## src/rtl/botoes_pkg.sv

```systemverilog
// Shared types and helpers for the push-button conditioning path.
package botoes_pkg;

  typedef enum logic [1:0] {
    SOLTO            = 2'd0,
    CONFIRMA_APERTO  = 2'd1,
    APERTADO         = 2'd2,
    CONFIRMA_SOLTURA = 2'd3
  } estado_botao_t;

  localparam int N_BOTOES_PADRAO = 8;
  localparam int DEBOUNCE_PADRAO = 50000;

  // Lowest set bit of v as a one-hot word (zero when v is zero); callers use up to 32 bits.
  function automatic logic [31:0] menor_bit(input logic [31:0] v);
    return v & (~v + 32'd1);
  endfunction

endpackage

```

## src/rtl/debounce_botao.sv

```systemverilog
// One button: two-flop synchroniser, polarity normalisation and debounce FSM.
// confirma_o is combinational so the press reaches the pending register on the accepting edge.
module debounce_botao
  import botoes_pkg::*;
#(
  parameter int DEBOUNCE_CICLOS = DEBOUNCE_PADRAO,
  parameter int ATIVO_BAIXO     = 1
) (
  input  logic clk_i,
  input  logic rst_i,
  input  logic bruto_i,
  output logic estavel_o,
  output logic confirma_o
);

  localparam int CW = (DEBOUNCE_CICLOS > 1) ? $clog2(DEBOUNCE_CICLOS) : 1;
  localparam logic [CW-1:0] CNT_MAX = CW'(DEBOUNCE_CICLOS - 1);
  localparam logic NIVEL_SOLTO = (ATIVO_BAIXO != 0);

  logic [1:0]    sync_q;
  logic          p;
  estado_botao_t estado_q, estado_d;
  logic [CW-1:0] cnt_q, cnt_d;

  always_ff @(posedge clk_i) begin
    if (rst_i) begin
      sync_q   <= {2{NIVEL_SOLTO}};
      estado_q <= SOLTO;
      cnt_q    <= '0;
    end else begin
      sync_q   <= {sync_q[0], bruto_i};
      estado_q <= estado_d;
      cnt_q    <= cnt_d;
    end
  end

  assign p = sync_q[1] ^ NIVEL_SOLTO;

  always_comb begin
    estado_d   = estado_q;
    cnt_d      = cnt_q;
    confirma_o = 1'b0;
    case (estado_q)
      SOLTO: begin
        if (p) begin
          estado_d = CONFIRMA_APERTO;
          cnt_d    = '0;
        end
      end
      CONFIRMA_APERTO: begin
        if (!p) begin
          estado_d = SOLTO;
        end else if (cnt_q == CNT_MAX) begin
          estado_d   = APERTADO;
          confirma_o = 1'b1;
        end else begin
          cnt_d = cnt_q + CW'(1);
        end
      end
      APERTADO: begin
        if (!p) begin
          estado_d = CONFIRMA_SOLTURA;
          cnt_d    = '0;
        end
      end
      CONFIRMA_SOLTURA: begin
        // Bouncing back to pressed never re-issues a confirmation.
        if (p) begin
          estado_d = APERTADO;
        end else if (cnt_q == CNT_MAX) begin
          estado_d = SOLTO;
        end else begin
          cnt_d = cnt_q + CW'(1);
        end
      end
      default: estado_d = SOLTO;
    endcase
  end

  assign estavel_o = (estado_q == APERTADO) || (estado_q == CONFIRMA_SOLTURA);

endmodule

```

## src/rtl/condicionador_botoes.sv

```systemverilog
// Debounces N buttons, serialises confirmed presses into one-hot pulses
// (lowest index first) and counts issued pulses with saturation.
module condicionador_botoes
  import botoes_pkg::*;
#(
  parameter int N_BOTOES        = N_BOTOES_PADRAO,
  parameter int DEBOUNCE_CICLOS = DEBOUNCE_PADRAO,
  parameter int ATIVO_BAIXO     = 1
) (
  input  logic                clk,
  input  logic                rst,
  input  logic [N_BOTOES-1:0] botoes_brutos,
  input  logic                habilita,
  input  logic                limpa_jogadas,
  output logic [N_BOTOES-1:0] pulsos,
  output logic [N_BOTOES-1:0] estavel,
  output logic [7:0]          jogadas
);

  logic [N_BOTOES-1:0] confirma;
  logic [N_BOTOES-1:0] grant;
  logic [N_BOTOES-1:0] pend_q, pend_d;
  logic [N_BOTOES-1:0] pulsos_q, pulsos_d;
  logic [7:0]          jogadas_q, jogadas_d;

  for (genvar i = 0; i < N_BOTOES; i++) begin : g_botao
    debounce_botao #(
      .DEBOUNCE_CICLOS (DEBOUNCE_CICLOS),
      .ATIVO_BAIXO     (ATIVO_BAIXO)
    ) u_debounce (
      .clk_i      (clk),
      .rst_i      (rst),
      .bruto_i    (botoes_brutos[i]),
      .estavel_o  (estavel[i]),
      .confirma_o (confirma[i])
    );
  end

  always_comb begin
    grant    = N_BOTOES'(menor_bit(32'(pend_q)));
    pulsos_d = grant;
    // Set is applied after the grant clear, so a same-cycle re-set keeps the bit pending.
    pend_d   = (pend_q & ~grant) | (confirma & {N_BOTOES{habilita}});
    jogadas_d = jogadas_q;
    if (limpa_jogadas) begin
      jogadas_d = '0;
    end else if ((|pulsos_q) && (jogadas_q != 8'hFF)) begin
      jogadas_d = jogadas_q + 8'd1;
    end
  end

  always_ff @(posedge clk) begin
    if (rst) begin
      pend_q    <= '0;
      pulsos_q  <= '0;
      jogadas_q <= '0;
    end else begin
      pend_q    <= pend_d;
      pulsos_q  <= pulsos_d;
      jogadas_q <= jogadas_d;
    end
  end

  assign pulsos  = pulsos_q;
  assign jogadas = jogadas_q;

endmodule
```

## config.mk

```make
export PLATFORM = sky130hd
export DESIGN_NAME = condicionador_botoes
export DESIGN_NICKNAME = d
export VERILOG_FILES = /design/src/rtl/botoes_pkg.sv /design/src/rtl/debounce_botao.sv /design/src/rtl/condicionador_botoes.sv
export SDC_FILE = /design/constraint.sdc
export NUM_CORES = 1
export LEC_CHECK = 0
export CORE_MARGIN = 2
export CORE_UTILIZATION = 55
export DETAILED_ROUTE_END_ITERATION = 8
export GPL_TIMING_DRIVEN = 0
export MAX_ROUTING_LAYER = met4
export PLACE_DENSITY = 0.73
export SYNTH_ARGS = -nofsm -noshare
export SYNTH_HDL_FRONTEND = slang
export SYNTH_SLANG_ARGS = --single-unit
```

## constraint.sdc

```tcl
create_clock -name clk -period 2.5 [get_ports clk]
set_input_delay 0.25 -clock clk [delete_from_list [all_inputs] [get_ports clk]]
set_output_delay 0.25 -clock clk [all_outputs]
set_load 0.01 [all_outputs]
```

Word-level counts from Yosys, hierarchy flattened
Index checks and enable logic that the tools add are counted.

Register bits: 184. Output and inout port bits: 24.

Add/subtract/negate cells: 10. Equality and inequality tests: 81. Multiplexer cells: 128. Bitwise gates (word level): 6. Reductions and logical operators: 35.

Operator list (number): 16-bit 2-to-1 mux (40); 16-bit case mux with 4 select lines (8); 16-bit by 1-bit adder with 16-bit output, second input constant (8); 16-bit == test, second input constant (8); 2-bit 2-to-1 mux (48); 2-bit case mux with 4 select lines (8); 4-bit AND reduction (16); 2-bit == test, second input constant (16); 2-bit by 1-bit inequality test with 1-bit output, second input constant (16); 2-bit inequality test, second input constant (16); 8-bit bitwise AND (3); 1-bit 2-to-1 mux (24); 3-bit by 1-bit inequality test with 1-bit output, second input constant (8); 3-bit inequality test, second input constant (8); 8-bit by 1-bit adder with 8-bit output, second input constant (2); 2-bit by 1-bit == test with 1-bit output, second input constant (8); 2-bit zero test (8); 8-bit inverter (2); 1-bit logical OR (8); 8-bit inequality test, second input constant (1); 8-bit OR (1); 8-bit OR reduction (1); 2-bit OR reduction (1); 1-bit logical AND (1).

Logic depth before layout (Yosys ltp)
Gate-level depths: netlist of run 1.

Depth in word-level cells: 6. Gate-level depth with buffers: 7. Gate-level depth less buffers: 6.

By module
From an unflattened synthesis of run 1, not the netlist that was laid out.

Cell total of the unflattened synthesis: 1071. Area, all modules: 9359.0 um2.

Modules (own cells, without submodules): debounce_botao (times used 8, cells each 121, area each 1047.3 um2); condicionador_botoes (times used 1, cells each 103, area each 980.9 um2).

Least setup slack after synthesis of run 1
Ideal clock, no wire load.

Path type: reg2reg. Start: register g_botao[3].u_debounce.cnt_q[4]. End: register pend_q[3]. Setup time: 0.059 ns. Arrival time: 2.011 ns. Data required time: 2.441 ns. Setup slack: 0.430 ns. Cell stages (with the launch flop): 6. Buffers on the path: 1. Cells stage by stage: dfxtp_1 -> or4_4 -> or4_1 -> buf_2 -> or4_1 -> nand2_1.

Cells in the longest elaborated chain, start to end: 6.

Ends and longest elaborated chain: start: declaration (line debounce_botao.sv:23) `logic [CW-1:0] cnt_q, cnt_d;`; start signal: assignment (line debounce_botao.sv:33) `cnt_q <= cnt_d;`; 16-bit == test (line debounce_botao.sv:53) `end else if (cnt_q == CNT_MAX) begin`; 1-bit 2-to-1 mux (line debounce_botao.sv:53); 1-bit 2-to-1 mux (line debounce_botao.sv:51) `if (!p) begin`; 1-bit 2-to-1 mux (line debounce_botao.sv:43) `case (estado_q)`; 8-bit bitwise AND (line condicionador_botoes.sv:43) `pend_d = (pend_q & ~grant) | (confirma & {N_BOTOES{habilita}});`; 8-bit OR (line condicionador_botoes.sv:43); end signal: assignment (line condicionador_botoes.sv:58) `pend_q <= pend_d;`; end: declaration (line condicionador_botoes.sv:22) `logic [N_BOTOES-1:0] pend_q, pend_d;`.

Every way passes these cells. A chain may end at the register's enable or synchronous reset.

Worst setup path in the final report of run 1
Start: register g_botao[3].u_debounce.cnt_q[11]. End: register g_botao[3].u_debounce.cnt_q[12].

Cells in the longest elaborated chain, start to end: 4.

Ends and longest elaborated chain (line): 16-bit by 1-bit adder with 16-bit output / 16-bit == test (equally long branches); 16-bit 2-to-1 mux * (debounce_botao.sv:53, debounce_botao.sv:70); 16-bit 2-to-1 mux, on equally long branches (debounce_botao.sv:68, debounce_botao.sv:51); 16-bit case mux with 4 select lines * (debounce_botao.sv:43).

Every way passes the cells marked *; elsewhere a longest branch is shown, timed or not. The select of a mux whose other input is x is not followed.

==> flow_summary.toml, run 1 <==
[final_layout]
nets = 1045
fin_cells = 1225
antenna_cells = 0
syn2layout_area_growth_pct = 14.6
final_cell_mix = "dfxtp_1, nor2_1, nand2_1"
drive_gt1_frac = 0.0694
layout_commonest_cell = "dfxtp_1"

[setup_path]
worst_r2r_path_depth = 6
critPathRequiredTime_ns = 2.81
path_depth = 6
max_stage_delay_ns = 0.64
critical_path_buf_inv_count = 1
reg2reg_slack_ns = 0.24
worstSetupPathType = "reg -> reg"
critPathMaxFanout = 10
r2r_end = "g_botao[3].u_debounce.cnt_q[12]$_SDFFE_PP0P_"
worstReg2RegStart = "g_botao[3].u_debounce.cnt_q[11]$_SDFFE_PP0P_"
worstPathCellList = "or4b_1 > nor4_4 > nor2_1 > clkbuf_1 > a21oi_1 > mux2i_1"
cp.arrival_ns = 2.57
startpoint = "g_botao[3].u_debounce.cnt_q[11]$_SDFFE_PP0P_"
cp-end-kind = "register"
crit_end = "g_botao[3].u_debounce.cnt_q[12]$_SDFFE_PP0P_"
cp-start-kind = "register"
cp_slowest_cell = "or4b_1"
cp_top_family = "simple AND/OR/NAND/NOR gates"

[clock_network]
clkTransAtPathRegs_ns = 0.06
cts_sinks = 184
cts_hold_buf = 0
post_cts.repair.setup_buffers = 0
cts_root_buf = "clkbuf_16"
cts_tree = "done"
clock_latency_ns = 0.42
htreeDepth = 4
cts_buffers = 17
clockBufferDepth = 2

[synth]
async_flop_share = 0
synth-edff-count = 0
synth_cells = 970
synthesis.area_um2 = 8370
synth_fp_nets = 991
ys_warn_count = 0
ys.flop_type = "dfxtp_1"
ys_seq_area_frac = 0.440
synth-seq-cells = 184
ys_types = 60
syn_avg_cell_area_um2 = 8.63

[route]
wire_per_inst_um = 14.0
via_per_inst = 5.63
vias = 6896
remaining_drc_errors = 0
drt_pre_antenna_iters = 5
wirelength_um = 17100
first_iter_violations = 554
antenna_left = 0

[floorplanning]
die_y_um = 127
pin_count = 36
die_w_um = 127
dieArea_um2 = 16200
coreArea_um2 = 15000
initial_core_util = 0.557
rows = 45

[status]
status = "finished, final reports clean"

[power_and_ir_drop]
p_per_area_nw_per_um2 = 612
p_total_uw = 5880
p_leak_uw = 0.00326
ir_drop_v = 0.000535

[timing]
fin_crit_sh = 0.902
timing.hold.ws_ns = 0.382
worst_pin_slew_ns = 0.899
clock-skew-final_ns = 0.00733
slew_violations = 0
period_minus_slack_ns = 2.26
tns_ns = 0
final.setup.worst_slack_ns = 0.244
rsz0062_at_grt = "false"
max_slew_margin = 0.395
max_freq_mhz = 443
finalHoldViolations = 0
finalSetupViolCount = 0

[global_routing]
grt_max_degree = 17
antenna_found_initial = 0
grt_pass1_vias = 6119
globalRoute.totalOverflow = 0
grt_usage = 0.220
grt_pass1_wl_um = 28800

[placement]
hpwl_um = 11800
port_buffers = 35
place.gp.congestion = 0.891
pre_cts_ws_ns = 0.0479
placed_cells = 1193

[hold_path]
worstHoldPathType = "in -> reg"
min_from = "botoes_brutos[1]"
whs_path_depth = 2

[flow_run]
drv_cap = 0
==> flip-flops by register name, indices dropped and copies added, names as in the netlist, named ones only <==
name / count
g_botao.u_debounce.cnt_q: 128
g_botao.u_debounce.sync_q: 16
pend_q: 8
pulsos: 8
jogadas: 8
g_botao.u_debounce.estado_q: 8
==> per-stage QoR <==
stage               cell area (um2)  utilization
CTS                            9580        0.637
global route                   9590        0.638
global placement               8960        0.596
floorplan                      8370            -
detailed placement             8960        0.596
finish                         9590        0.638
==> what timing repair did <==
item | in CTS | in global routing
hold endpoints to repair | 0 | 0
endpoints found under the setup margin | 0 | 12
gates resized for setup | 0 | 3
==> kinds of logic after synthesis <==
logic type | synth area share
simple gates | 0.312
flops | 0.440
compound gates | 0.0947
xor+xnor | 0.100
buf+inv | 0.0285
mux | 0.0109
fa+ha+maj | 0.0134
==> cells in the mapped netlist (all sizes together), types with 2 or more instances <==
| cell type | instances | share of area |
|---|---|---|
| or2 | 21 | 0.016 |
| o21ai | 35 | 0.021 |
| and2 | 11 | 0.0082 |
| nor3b | 6 | 0.0054 |
| a31oi | 3 | 0.0022 |
| nor2 | 138 | 0.062 |
| nand3b | 6 | 0.0054 |
| a21o | 4 | 0.0036 |
| nor4b | 8 | 0.0084 |
| xor2 | 46 | 0.048 |
| a311oi | 6 | 0.0063 |
| buf | 13 | 0.0097 |
| o311ai | 2 | 0.0021 |
| inv | 15 | 0.0067 |
| nor4 | 16 | 0.015 |
| a22oi | 6 | 0.0054 |
| nand3 | 56 | 0.033 |
| nand2b | 3 | 0.0022 |
| or4b | 3 | 0.0036 |
| clkbuf | 27 | 0.012 |
| ha | 9 | 0.013 |
| a211oi | 7 | 0.0063 |
| or3 | 12 | 0.0090 |
| xnor2 | 50 | 0.052 |
| nor2b | 4 | 0.0030 |
| a21oi | 47 | 0.029 |
| nand4 | 39 | 0.029 |
| a22o | 4 | 0.0042 |
| or4bb | 3 | 0.0040 |
| o22ai | 2 | 0.0015 |
| or4 | 8 | 0.0076 |
| mux2i | 8 | 0.0096 |
| and3 | 24 | 0.018 |
| dfxtp | 184 | 0.44 |
| nand2 | 67 | 0.030 |
| nor4bb | 7 | 0.0084 |
| nand4b | 2 | 0.0021 |
| nor3 | 37 | 0.022 |
| o41ai | 4 | 0.0042 |
| and4 | 15 | 0.016 |
==> worst reg2reg max path, delay by kind of cell (launching register included) <==
| kind | cells | cell delay (ns) |
|---|---|---|
| simple gates | 3 | 1.27 |
| compound gates | 1 | 0.18 |
| flops | 1 | 0.36 |
| mux | 1 | 0.09 |
| buf+inv | 1 | 0.26 |
==> final cells by class <==
class	instances	area [um2]
buffer	40	183
clock buffer	21	470
clock inverter	11	146
fill	1298	5440
inverter	15	56.3
multi-input combinational	731	4470
sequential	184	3680
tap	188	235
timing repair buffer	35	350
==> power by group <==
group / leakage, uW / switching, uW / internal, uW
clock: 0.000287 / 1110 / 1650
combinational: 0.00149 / 101 / 49.8
sequential: 0.00149 / 14.8 / 2950
==> per-layer routing <==
layer | global-route usage | part of all wire
met1 | 0.298 | 0.50
met2 | 0.337 | 0.45
met3 | 0.0461 | 0.036
met4 | 0.0601 | 0.014
met5 | - | 0
==> how the worst min path moves through the flow <==
stage	endpoint	slack, ns
2_1_floorplan	g_botao[0].u_debounce.sync_q[0]$_SDFF_PP1_	0.35
3_5_place_dp	g_botao[0].u_debounce.sync_q[1]$_SDFF_PP1_	0.40
6_report	g_botao[1].u_debounce.sync_q[0]$_SDFF_PP1_	0.38
5_1_grt	g_botao[1].u_debounce.sync_q[0]$_SDFF_PP1_	0.38
4_1_cts	g_botao[1].u_debounce.sync_q[0]$_SDFF_PP1_	0.37
3_3_place_gp	g_botao[0].u_debounce.sync_q[1]$_SDFF_PP1_	0.39
(Power assumes the default switching activity.)
==> run 2, diff against run 1 <==
--- a/config.mk
+++ b/config.mk
@@ -7,10 +7,11 @@
 export LEC_CHECK = 0
 export CORE_MARGIN = 2
 export CORE_UTILIZATION = 55
+export CTS_CLUSTER_SIZE = 30
 export DETAILED_ROUTE_END_ITERATION = 8
 export GPL_TIMING_DRIVEN = 0
 export MAX_ROUTING_LAYER = met4
-export PLACE_DENSITY = 0.73
+export PLACE_DENSITY = 0.76
 export SYNTH_ARGS = -nofsm -noshare
 export SYNTH_HDL_FRONTEND = slang
 export SYNTH_SLANG_ARGS = --single-unit
==> constraint.sdc (replaced) <==
create_clock -name clk -period 2 [get_ports clk]
set_input_delay 0.2 -clock clk [delete_from_list [all_inputs] [get_ports clk]]
set_output_delay 0.2 -clock clk [all_outputs]
set_load 0.01 [all_outputs]
==> flow_summary.toml, run 2 (synthesized netlist as in run 1, its figures left out) <==
[global_routing]
antenna_found_initial = 0
grt_pass1_wl_um = 31200
grt_usage = 0.239
grt_max_degree = 17
grt_pass1_vias = 6611
globalRoute.totalOverflow = 0

[timing]
rsz0062_at_grt = "true"
max_slew_margin = 0.514
finalHoldViolations = 0
clock-skew-final_ns = 0.00729
worst_pin_slew_ns = 0.723
max_freq_mhz = 497
slew_violations = 0
fin_crit_sh = 1.01
final.setup.worst_slack_ns = -0.0134
period_minus_slack_ns = 2.01
finalSetupViolCount = 2

[clock_network]
cts_buffers = 17
cts_root_buf = "clkbuf_16"
clockBufferDepth = 2
cts_hold_buf = 0
cts_tree = "done"
clock_latency_ns = 0.42
htreeDepth = 4
cts_sinks = 184
clkTransAtPathRegs_ns = 0.06

[power_and_ir_drop]
ir_drop_v = 0.000644
p_per_area_nw_per_um2 = 734
p_leak_uw = 0.00343

[placement]
placed_area_um2 = 8970
pre_cts_ws_ns = -0.397
hpwl_um = 12200
place.gp.congestion = 0.917
port_buffers = 35

[setup_path]
worstSetupPathType = "reg -> reg"
cp.arrival_ns = 2.37
cp-end-kind = "register"
critPathMaxFanout = 6
critPathRequiredTime_ns = 2.36
cp-start-kind = "register"

[hold_path]
worstHoldPathType = "in -> reg"

[final_layout]
stdcell_area_um2 = 9960
drive_gt1_frac = 0.125
antenna_cells = 0
regArea_um2 = 3700
final_cell_mix = "dfxtp_1, nor2_1, nand2_1"
top_register = "g_botao.u_debounce.cnt_q"
multi_input_area_um2 = 4710
largest_reg_flops = 128
n_fill_cell = 1230
syn2layout_area_growth_pct = 18.9
layout_commonest_cell = "dfxtp_1"
top_regs = "g_botao.u_debounce.cnt_q (128), g_botao.u_debounce.sync_q (16)"
nets = 1057

[floorplanning]
pin_count = 36
rows = 45
die_y_um = 127
dieArea_um2 = 16200
die_w_um = 127
coreArea_um2 = 15000
initial_core_util = 0.557

[route]
via_per_inst = 5.77
drt_pre_antenna_iters = 5
first_iter_violations = 475
wirelength_um = 18500
remaining_drc_errors = 0
wire_per_inst_um = 14.9
vias = 7142
antenna_left = 0

[flow_run]
drv_cap = 0

[status]
violations = "setup timing"
status = "finished, violations left"
## run 2: changes by cell type in the layout (fill, tap and decap cells not counted), moves of 4 or more
cell,previous run,this run
o21ai_0,30,21
dfxtp_1,184,173
o21ai_1,5,12
nor3_1,36,32
dfxtp_2,0,9
clkbuf_2,0,4
buf_4,8,18
## run 2: through the flow
stage	util	setup TNS [ns]	hold WS (ns)	std cells	total power [uW]
6_report	0.662	-0.0171	0.337	1237	7310
5_1_grt	0.662	-0.507	0.343	1237	7550
4_1_cts	0.646	-0.00572	0.321	1229	7370
3_5_place_dp	0.597	-9.59	0.394	1193	3970
3_3_place_gp	0.597	-9.33	0.392	1193	3970
2_1_floorplan	-	0	0.304	970	3900
## run 2: what timing repair did
action	in CTS	in global routing
gates cloned	1	0
pin swaps	6	18
endpoints found under the setup margin	42	65
resized for setup	22	57
setup buffers	4	8
## run 2: report_power, final
group | switching, uW | internal, uW
clock network | 1370 | 2030
logic | 137 | 71.4
registers | 21.8 | 3680
total | 1530 | 5780
## run 2: critical path: stages, from the launching register on
cell	delay [ns]
dfxtp_2	0.33
or4b_4	0.55
or4_4	0.57
a21oi_4	0.26
a21o_1	0.12
a22o_1	0.11
## run 2: cell type report
class | instances | area share
Timing Repair Buffer | 47 | 0.0450
Buffer | 39 | 0.0195
Sequential cell | 184 | 0.372
Clock inverter | 12 | 0.0151
Multi-Input combinational cell | 732 | 0.473
Clock buffer | 20 | 0.0459
Inverter | 15 | 0.00566
Tap cell | 188 | 0.0236
## run 2: final timing paths
check	start	to	slack, ns	cells past startpoint
max	g_botao[3].u_debounce.cnt_q[13]$_SDFFE_PP0P_	g_botao[3].u_debounce.cnt_q[5]$_SDFFE_PP0P_	-0.01	5
min reg2reg	g_botao[0].u_debounce.sync_q[0]$_SDFF_PP1_	g_botao[0].u_debounce.sync_q[1]$_SDFF_PP1_	0.41	1
min	botoes_brutos[3]	g_botao[3].u_debounce.sync_q[0]$_SDFF_PP1_	0.34	2
max reg2reg	g_botao[3].u_debounce.cnt_q[13]$_SDFFE_PP0P_	g_botao[3].u_debounce.cnt_q[5]$_SDFFE_PP0P_	-0.01	5
## run 2: per-layer routing
layer,global-route usage,vias up,part of all wire
li1,-,3600,-
met1,0.314,3375,0.47
met2,0.377,142,0.48
met3,0.0486,25,0.036
met4,0.0653,0,0.014
met5,-,-,0
